[src/rtl/key_cmd_decoder.sv]
// PS/2 set-2 scan-code decoder for paddle game controls: prefix FSM, held-key
// flags with stuck-key watchdogs, start edge pulse and pause toggle.
module key_cmd_decoder #(
    parameter logic [7:0]  KEY_UP       = 8'h1D,
    parameter logic [7:0]  KEY_DOWN     = 8'h1B,
    parameter logic [7:0]  KEY_START    = 8'h29,
    parameter logic [7:0]  KEY_PAUSE    = 8'h4D,
    parameter int unsigned HOLD_TIMEOUT = 100_000_000
) (
    input  logic       CLK100MHZ,
    input  logic       RST,
    input  logic [7:0] SCAN_CODE,
    input  logic       SCAN_VALID,
    output logic       MOVE_UP,
    output logic       MOVE_DOWN,
    output logic       START_PULSE,
    output logic       PAUSED,
    output logic [7:0] LAST_KEY
);

    localparam logic [7:0] CODE_BRK     = 8'hF0;
    localparam logic [7:0] CODE_EXT     = 8'hE0;
    localparam logic [7:0] EXT_UP_ARROW = 8'h75;
    localparam logic [7:0] EXT_DN_ARROW = 8'h72;
    localparam int         CNT_W        = $clog2(HOLD_TIMEOUT + 1);
    localparam logic [CNT_W-1:0] CNT_LAST = CNT_W'(HOLD_TIMEOUT - 1);
    localparam logic [CNT_W-1:0] CNT_MAX  = '1;

    typedef enum logic [1:0] {IDLE, BRK, EXT, EXT_BRK} state_t;

    state_t     state_q, state_d;
    logic       start_held_q, start_held_d;
    logic       pause_held_q, pause_held_d;
    logic       paused_q, paused_d;
    logic       start_pulse_q, start_pulse_d;
    logic       move_up_q, move_up_d;
    logic       move_down_q, move_down_d;
    logic [7:0] last_key_q, last_key_d;

    logic       is_ext, is_brk, byte_final, key_ok;
    logic [7:0] key;
    logic       make_ev, brk_ev;
    logic [1:0] mv_make, mv_brk, mv_held_d;

    // Decode the byte that terminates a sequence; extended arrows alias the
    // paddle keys, every other extended code is dropped.
    always_comb begin
        is_ext     = (state_q == EXT) || (state_q == EXT_BRK);
        is_brk     = (state_q == BRK) || (state_q == EXT_BRK);
        byte_final = SCAN_VALID && (SCAN_CODE != CODE_BRK) && (SCAN_CODE != CODE_EXT);
        key        = SCAN_CODE;
        key_ok     = 1'b1;
        if (is_ext) begin
            if (SCAN_CODE == EXT_UP_ARROW) begin
                key = KEY_UP;
            end else if (SCAN_CODE == EXT_DN_ARROW) begin
                key = KEY_DOWN;
            end else begin
                key_ok = 1'b0;
            end
        end
        make_ev    = byte_final && key_ok && !is_brk;
        brk_ev     = byte_final && key_ok && is_brk;
        mv_make[0] = make_ev && (key == KEY_UP);
        mv_make[1] = make_ev && (key == KEY_DOWN);
        mv_brk[0]  = brk_ev && (key == KEY_UP);
        mv_brk[1]  = brk_ev && (key == KEY_DOWN);
    end

    always_comb begin
        state_d = state_q;
        if (SCAN_VALID) begin
            case (state_q)
                IDLE: begin
                    if (SCAN_CODE == CODE_BRK)      state_d = BRK;
                    else if (SCAN_CODE == CODE_EXT) state_d = EXT;
                    else                            state_d = IDLE;
                end
                EXT: begin
                    if (SCAN_CODE == CODE_BRK)      state_d = EXT_BRK;
                    else if (SCAN_CODE == CODE_EXT) state_d = EXT;
                    else                            state_d = IDLE;
                end
                BRK: begin
                    if (SCAN_CODE == CODE_BRK)      state_d = BRK;
                    else if (SCAN_CODE == CODE_EXT) state_d = EXT_BRK;
                    else                            state_d = IDLE;
                end
                default: begin
                    if ((SCAN_CODE == CODE_BRK) || (SCAN_CODE == CODE_EXT)) state_d = EXT_BRK;
                    else                                                    state_d = IDLE;
                end
            endcase
        end
    end

    // Up/down watchdogs: reload on make, count only while held, and force a
    // release after HOLD_TIMEOUT cycles in case the break byte was lost.
    genvar gi;
    generate
        for (gi = 0; gi < 2; gi++) begin : g_wdog
            logic             held_q, held_d;
            logic [CNT_W-1:0] cnt_q, cnt_d;

            always_comb begin
                held_d = held_q;
                cnt_d  = cnt_q;
                if (mv_make[gi]) begin
                    held_d = 1'b1;
                    cnt_d  = '0;
                end else if (mv_brk[gi]) begin
                    held_d = 1'b0;
                    cnt_d  = '0;
                end else if (held_q) begin
                    if (cnt_q >= CNT_LAST) begin
                        held_d = 1'b0;
                        cnt_d  = '0;
                    end else if (cnt_q != CNT_MAX) begin
                        cnt_d = cnt_q + CNT_W'(1);
                    end
                end
            end

            always_ff @(posedge CLK100MHZ or negedge RST) begin
                if (!RST) begin
                    held_q <= 1'b0;
                    cnt_q  <= '0;
                end else begin
                    held_q <= held_d;
                    cnt_q  <= cnt_d;
                end
            end

            assign mv_held_d[gi] = held_d;
        end
    endgenerate

    always_comb begin
        start_held_d  = start_held_q;
        pause_held_d  = pause_held_q;
        paused_d      = paused_q;
        start_pulse_d = 1'b0;
        last_key_d    = last_key_q;
        if (make_ev && !is_ext) begin
            last_key_d = SCAN_CODE;
        end
        if (make_ev && (key == KEY_START)) begin
            start_pulse_d = !start_held_q;
            start_held_d  = 1'b1;
        end else if (brk_ev && (key == KEY_START)) begin
            start_held_d = 1'b0;
        end
        if (make_ev && (key == KEY_PAUSE)) begin
            paused_d     = paused_q ^ !pause_held_q;
            pause_held_d = 1'b1;
        end else if (brk_ev && (key == KEY_PAUSE)) begin
            pause_held_d = 1'b0;
        end
        // Outputs are built from next-state flags so they show one cycle after the byte.
        move_up_d   = mv_held_d[0] && !mv_held_d[1] && !paused_d;
        move_down_d = mv_held_d[1] && !mv_held_d[0] && !paused_d;
    end

    always_ff @(posedge CLK100MHZ or negedge RST) begin
        if (!RST) begin
            state_q       <= IDLE;
            start_held_q  <= 1'b0;
            pause_held_q  <= 1'b0;
            paused_q      <= 1'b0;
            start_pulse_q <= 1'b0;
            move_up_q     <= 1'b0;
            move_down_q   <= 1'b0;
            last_key_q    <= 8'h00;
        end else begin
            state_q       <= state_d;
            start_held_q  <= start_held_d;
            pause_held_q  <= pause_held_d;
            paused_q      <= paused_d;
            start_pulse_q <= start_pulse_d;
            move_up_q     <= move_up_d;
            move_down_q   <= move_down_d;
            last_key_q    <= last_key_d;
        end
    end

    assign MOVE_UP     = move_up_q;
    assign MOVE_DOWN   = move_down_q;
    assign START_PULSE = start_pulse_q;
    assign PAUSED      = paused_q;
    assign LAST_KEY    = last_key_q;

endmodule

[config.mk]
export PLATFORM = sky130hd
export DESIGN_NAME = key_cmd_decoder
export DESIGN_NICKNAME = d
export VERILOG_FILES = /design/src/rtl/key_cmd_decoder.sv
export SDC_FILE = /design/constraint.sdc
export NUM_CORES = 1
export LEC_CHECK = 0
export CELL_PAD_IN_SITES_DETAIL_PLACEMENT = 0
export CELL_PAD_IN_SITES_GLOBAL_PLACEMENT = 2
export CORE_MARGIN = 10
export CORE_UTILIZATION = 34
export DETAILED_ROUTE_END_ITERATION = 16
export GPL_TIMING_DRIVEN = 0
export PLACE_DENSITY = 0.74
export RECOVER_POWER = 25
export SYNTH_ARGS = -nofsm -noshare
export SYNTH_HDL_FRONTEND = slang
export SYNTH_SLANG_ARGS = --single-unit
export TNS_END_PERCENT = 30
[constraint.sdc]
create_clock -name CLK100MHZ -period 1.8 [get_ports CLK100MHZ]
set_input_delay 0.45 -clock CLK100MHZ [delete_from_list [all_inputs] [get_ports CLK100MHZ]]
set_output_delay 0.45 -clock CLK100MHZ [all_outputs]
set_load 0.02 [all_outputs]
### Word level (Yosys, flattened, before mapping)

Cells that the tools add are included.

| operators by class | value |
|---|---|
| add/subtract/negate cells | 2 |
| multipliers | 0 |
| divide/modulo/power cells | 0 |
| $lt $le $gt $ge | 2 |
| equal/unequal tests | 15 |
| shifts and indexed selects | 0 |
| muxes and demuxes | 37 |
| bitwise operators | 1 |
| reductions and logical operators | 37 |

Operators with widths:

| kind | count |
|---|---|
| 27-bit two-way mux | 10 |
| 27-bit by 1-bit adder with 27-bit output, second input constant | 2 |
| 27-bit greater-or-equal comparator, second input constant | 2 |
| 27-bit inequality test, second input constant | 2 |
| 8-bit by 7-bit equality test with 1-bit output, second input constant | 3 |
| 8-bit two-way mux | 3 |
| 1-bit logical AND | 18 |
| 1-bit two-way mux | 17 |
| 8-bit by 5-bit equality test with 1-bit output, second input constant | 2 |
| 8-bit equality test, second input constant | 2 |
| 8-bit inequality test, second input constant | 2 |
| 2-bit two-way mux | 6 |
| 8-bit by 6-bit equality test with 1-bit output, second input constant | 1 |
| 4-bit nonzero test | 2 |
| 1-bit logical NOT | 7 |
| 2-bit case mux with 3 select lines | 1 |
| 3-bit nonzero test | 2 |
| 2-bit equality test, second input constant | 2 |
| 2-bit AND reduction | 2 |
| 2-bit nonzero test | 2 |
| 1-bit logical OR | 3 |
| 2-bit by 1-bit equality test with 1-bit output, second input constant | 1 |
| 2-bit logical NOT | 1 |
| 1-bit bitwise XOR | 1 |

| storage, ports and cells | value |
|---|---|
| register bits after elaboration | 72 |
| bits in latches | 0 |
| RAM bits | 0 |
| bits in read-only memories | 0 |
| input bits | 11 |
| output and inout port bits | 12 |
| word-level logic and storage cells | 106 |
| memories kept | 0 |

### Depth between registers and ports, before layout

| logic depth | value |
|---|---|
| depth after elaboration | 12 |
| mapped depth | 8 |
| depth with buffers taken out | 7 |

### Worst setup path before layout

Ideal clock, no wire load.

| timing | value |
|---|---|
| path kind | input -> register |
| start | in SCAN_CODE[3] |
| end | reg move_up_q, in the netlist MOVE_UP |
| library setup time | 0.067 ns |
| arrival time | 1.986 ns |
| data required time | 1.733 ns |
| setup slack | -0.253 ns |
| cell stages on the path | 6 |
| path buffers | 0 |
| cells stage by stage | nand2b_2 > or3_4 > a2111oi_4 > xor2_2 > a2111oi_1 > a41o_1 |

| on the way | value |
|---|---|
| elaborated cells between the ends (all ways) | 32 |
| those cells by class | 7 x eq/ne; 11 x mux; 14 x reduce/logical |

RTL lines:

| item | line | RTL |
|---|---|---|
| start, declared | 12 | `input logic [7:0] SCAN_CODE,` |
| branches (longest 6 deep; another with 8-bit by 7-bit equality test with 1-bit output) | n/a |  |
| 1-bit logical AND (*) | 153 | `if (make_ev && (key == KEY_PAUSE)) begin` |
| 1-bit two-way mux (*) | 153 |  |
| via paused_d | 34 | `logic paused_q, paused_d;` |
| 1-bit logical NOT (*) | 160 | `move_up_d = mv_held_d[0] && !mv_held_d[1] && !paused_d;` |
| 1-bit logical AND (*) | 160 |  |
| via move_up_d | 36 | `logic move_up_q, move_up_d;` |
| end signal, assigned | 180 | `move_up_q <= move_up_d;` |
| end, declared | 36 |  |

Mark *: on every way through the listed nets, which the timed path passes.
A chain may end at the register's enable or synchronous reset.

### Final worst setup path

| timing | value |
|---|---|
| start | reg state_q[1] |
| end | reg g_wdog[0].cnt_q[22] |

| on the way | value |
|---|---|
| word-level cells in the longest chain between the ends | 8 |
| elaborated cells between the ends (all ways) | 19 |
| those cells by class | 4 x eq/ne; 4 x mux; 11 x reduce/logical |

RTL lines:

| item | line | RTL |
|---|---|---|
| start, declared | 31 | `state_t state_q, state_d;` |
| start signal, assigned | 175 | `state_q <= state_d;` |
| branches (longest 8 deep; another with 8-bit two-way mux) | n/a |  |
| end signal, assigned | 130 | `cnt_q <= cnt_d;` |
| end, declared | 103 | `logic [CNT_W-1:0] cnt_q, cnt_d;` |

Several ways; the timed one is not identified.

==> flow_metrics.py <==
metrics = {
    "route": {
        "drc": 0,
        "routed_wl_um": 13100,
        "wl_per_cell_um": 18.2,
        "viasPerCell": 5.57,
        "ant_nets": 0,
        "vias": 4022,
        "dr.pass1.iters": 4,
        "drtIter0Drc": 228,
    },
    "critical_path": {
        "r2r-end": "g_wdog[0].cnt_q[22]",
        "cp_max_fo": 8,
        "slowest_stage": "or4_1",
        "crit_buf_inv": 0,
        "required_ns": 2.08,
        "slowest_delay_ns": 0.52,
        "start_kind": "flop",
        "worst-r2r-cell-count": 6,
        "timing.rr.start": "state_q[1]",
        "crit_path_cell_trace": "and4b_1 > o2111a_2 > nor2_4 > nand3_4 > or4_1 > o21ai_1",
        "arrival_ns": 2.31,
        "worst-setup-path-type": "flop to flop",
        "rrSetupSlack_ns": -0.23,
        "critPathTopFamily": "simple AND/OR/NAND/NOR gates",
        "crit_path_end_kind": "flop",
        "crit_start": "state_q[1]",
    },
    "timing": {
        "finalCriticalPeriod_ns": 2.03,
        "hold_viol": 0,
        "drv_slew": 0,
        "fin_worst_skew_ns": 0.0122,
        "max_freq_mhz": 493,
        "setup_violations": 49,
        "worst_pin_slew_ns": 1.02,
        "slew_headroom_pct": 31.9,
        "finalWorstSetupSlack_ns": -0.230,
        "post-route-period-util_pct": 113,
        "holdWs_ns": 0.267,
        "rsz0062_at_grt": "yes",
    },
    "power": {
        "power_leakage_nw": 2.39,
        "power.total_w": 0.00653,
        "ir_drop_v": 0.000580,
        "powerDensity_mw_per_mm2": 1110,
    },
    "clocking": {
        "hold_buffers": 0,
        "cts_tree": "built",
        "cts_buffer_depth": 2,
        "cts_inserted_buffers": 9,
        "clock-sinks": 72,
        "path_clk_slew_ns": 0.06,
        "root_buffer": "clkbuf_16",
        "htreeDepth": 3,
        "clk_latency_ns": 0.35,
    },
    "floorplanning": {
        "initial_core_util_pct": 34.9,
        "core_area_sq_mm": 0.0121,
        "dieHeight_um": 131,
        "die_w_um": 131,
        "rows": 40,
        "die_area_sq_mm": 0.0172,
        "ios": 23,
    },
    "final_layout": {
        "nNetsFinal": 562,
        "diodes": 0,
        "drive_above_1_share_pct": 32.7,
        "multi_input_area_sq_mm": 0.00270,
        "final_cells": 722,
        "final-seq-area_sq_mm": 0.00183,
        "area_delta_synth_final_pct": 39.6,
        "nFillCells": 1174,
        "finalCoreUtilization_pct": 48.7,
    },
    "placed_design": {
        "dpl_worst_slack_ns": -1.22,
        "globalplace.congestion": 0.795,
        "placed_cells": 664,
        "dp_hpwl_um": 8450,
        "io_buffers": 22,
    },
    "yosys": {
        "yosysTopAreaCellShare_pct": 42.8,
        "synth_ff_type": "dfrtp_1",
        "syn_inst": 473,
        "yosys-top-cells-area": "dfrtp_1 43%, nand2_1 5.3%, nand3_1 4.6%, a21oi_1 3.3%, nor2_1 2.8%",
        "synthArstFlopShare_pct": 100,
        "ys_warn_count": 0,
        "syn-cell-area_sq_mm": 0.00421,
        "avgSynthCellArea_sq_um": 8.89,
        "yosys-top-cells-count": "72 x dfrtp_1, 59 x nand2_1, 39 x nand3_1",
        "synth.most_common_cell": "dfrtp_1",
        "synth_edf_count": 0,
        "yosysUniqueCellTypes": 67,
        "synth_largest_area_cell": "dfrtp_1",
        "synth_nets": 486,
        "seq_area_frac_synth_pct": 42.8,
        "synth-seq-cells": 72,
    },
    "global_routing": {
        "grt_overflow": 0,
        "grt_pass1_vias": 4015,
        "grt_pass1_wl_um": 21700,
        "antenna_found_initial": 0,
        "grt_max_degree": 38,
        "track_usage_pct": 15.3,
    },
    "run_status": {
        "violations": "negative setup slack",
        "outcome": "finished, violations left",
    },
    "flow_run": {
        "maxCapViolations": 0,
    },
    "worst_hold_path": {
        "hold_class": "input pin to async pin",
    },
}
[how the worst max path moves through the flow]
stage                          end  slack, ns  depth (start not counted)
2_1_floorplan  g_wdog[0].cnt_q[22]      -0.09                          7
3_3_place_gp            state_q[1]      -2.83                          1
3_5_place_dp   g_wdog[1].cnt_q[13]      -1.22                          8
4_1_cts        g_wdog[0].cnt_q[22]      -0.23                          6
5_1_grt        g_wdog[0].cnt_q[22]      -0.34                          6
6_report       g_wdog[0].cnt_q[22]      -0.23                          6
[flip-flops by register name (all words and copies together), names as in the netlist]
register       cells
LAST_KEY           8
start_held_q       1
MOVE_UP            1
g_wdog.cnt_q      54
pause_held_q       1
g_wdog.held_q      2
PAUSED             1
state_q            2
MOVE_DOWN          1
START_PULSE        1
[cell type report]
type | count | share of cell area, %
multi-input combinational | 366 | 45.9
sequential | 72 | 31.1
timing repair buffer | 68 | 11.0
clock buffer | 11 | 3.96
tap | 168 | 3.58
buffer | 20 | 3.15
inverter | 12 | 0.767
clock inverter | 5 | 0.575
[kinds of logic (layout without fill, tap and decap cells)]
group                    after synthesis  after routing  synth area share, %
AO/OA/AOI/OAI                        106            106                 17.6
XOR/XNOR                               4              4                 1.01
adder cells (fa/ha/maj)                2              2                0.595
buffers and inverters                 35            116                 3.45
flip-flops                            72             72                 42.8
multiplexers                           8              8                 2.14
AND/OR/NAND/NOR                      246            246                 32.4
[power breakdown]
part	switching, W	internal (W)
sequential	0.000340	0.00189
clock	0.000736	0.000932
combinational	0.00137	0.00126
[metal layers]
layer  global-route usage, %  part of all wire [%]
met5                       0                     0
met4                    5.19                   1.6
met3                    2.55                   3.1
met2                    26.3                    51
met1                    18.8                    44
[worst reg2reg max path: cells and delay by family, from the launching register on]
kind,cells,cell delay (ns)
simple gates,4,1.07
compound gates,2,0.40
flops,1,0.49
[what timing repair did]
action / 4_1_cts / 5_1_grt
endpoints found under the setup margin: 71 / 66
pin swaps: 29 / 16
gates cloned: 3 / 1
hold endpoints to repair: 0 / 0
buffers inserted: 36 / 6
gates resized for setup: 100 / 36
[cell usage in the layout (no fill, tap or decap), types with 5 or more instances in the layout]
master / n
nor2_1: 28
nand2b_1: 5
nand2_1: 59
dfrtp_2: 20
inv_1: 12
and3_1: 13
clkbuf_2: 5
o21ai_1: 14
clkbuf_1: 6
a31oi_1: 16
clkdlybuf4s50_1: 12
buf_4: 37
nor4_2: 6
o311ai_1: 8
nand4_1: 16
nand3b_1: 6
nor3_1: 6
nand3_1: 35
mux2_2: 8
dfrtp_1: 52
or3_1: 5
nor4_4: 6
o31ai_1: 8
dlygate4sd2_1: 7
clkbuf_16: 11
buf_6: 11
a21oi_1: 23
[per-stage QoR]
stage	setup TNS (ns)	cell area, sq um
3_5_place_dp	-63.09	4760
5_1_grt	-9.58	5870
3_3_place_gp	-243.30	4740
6_report	-5.38	5870
4_1_cts	-5.19	5730
2_1_floorplan	-1.01	4310
Note: power is estimated with default switching activity, not from simulation.
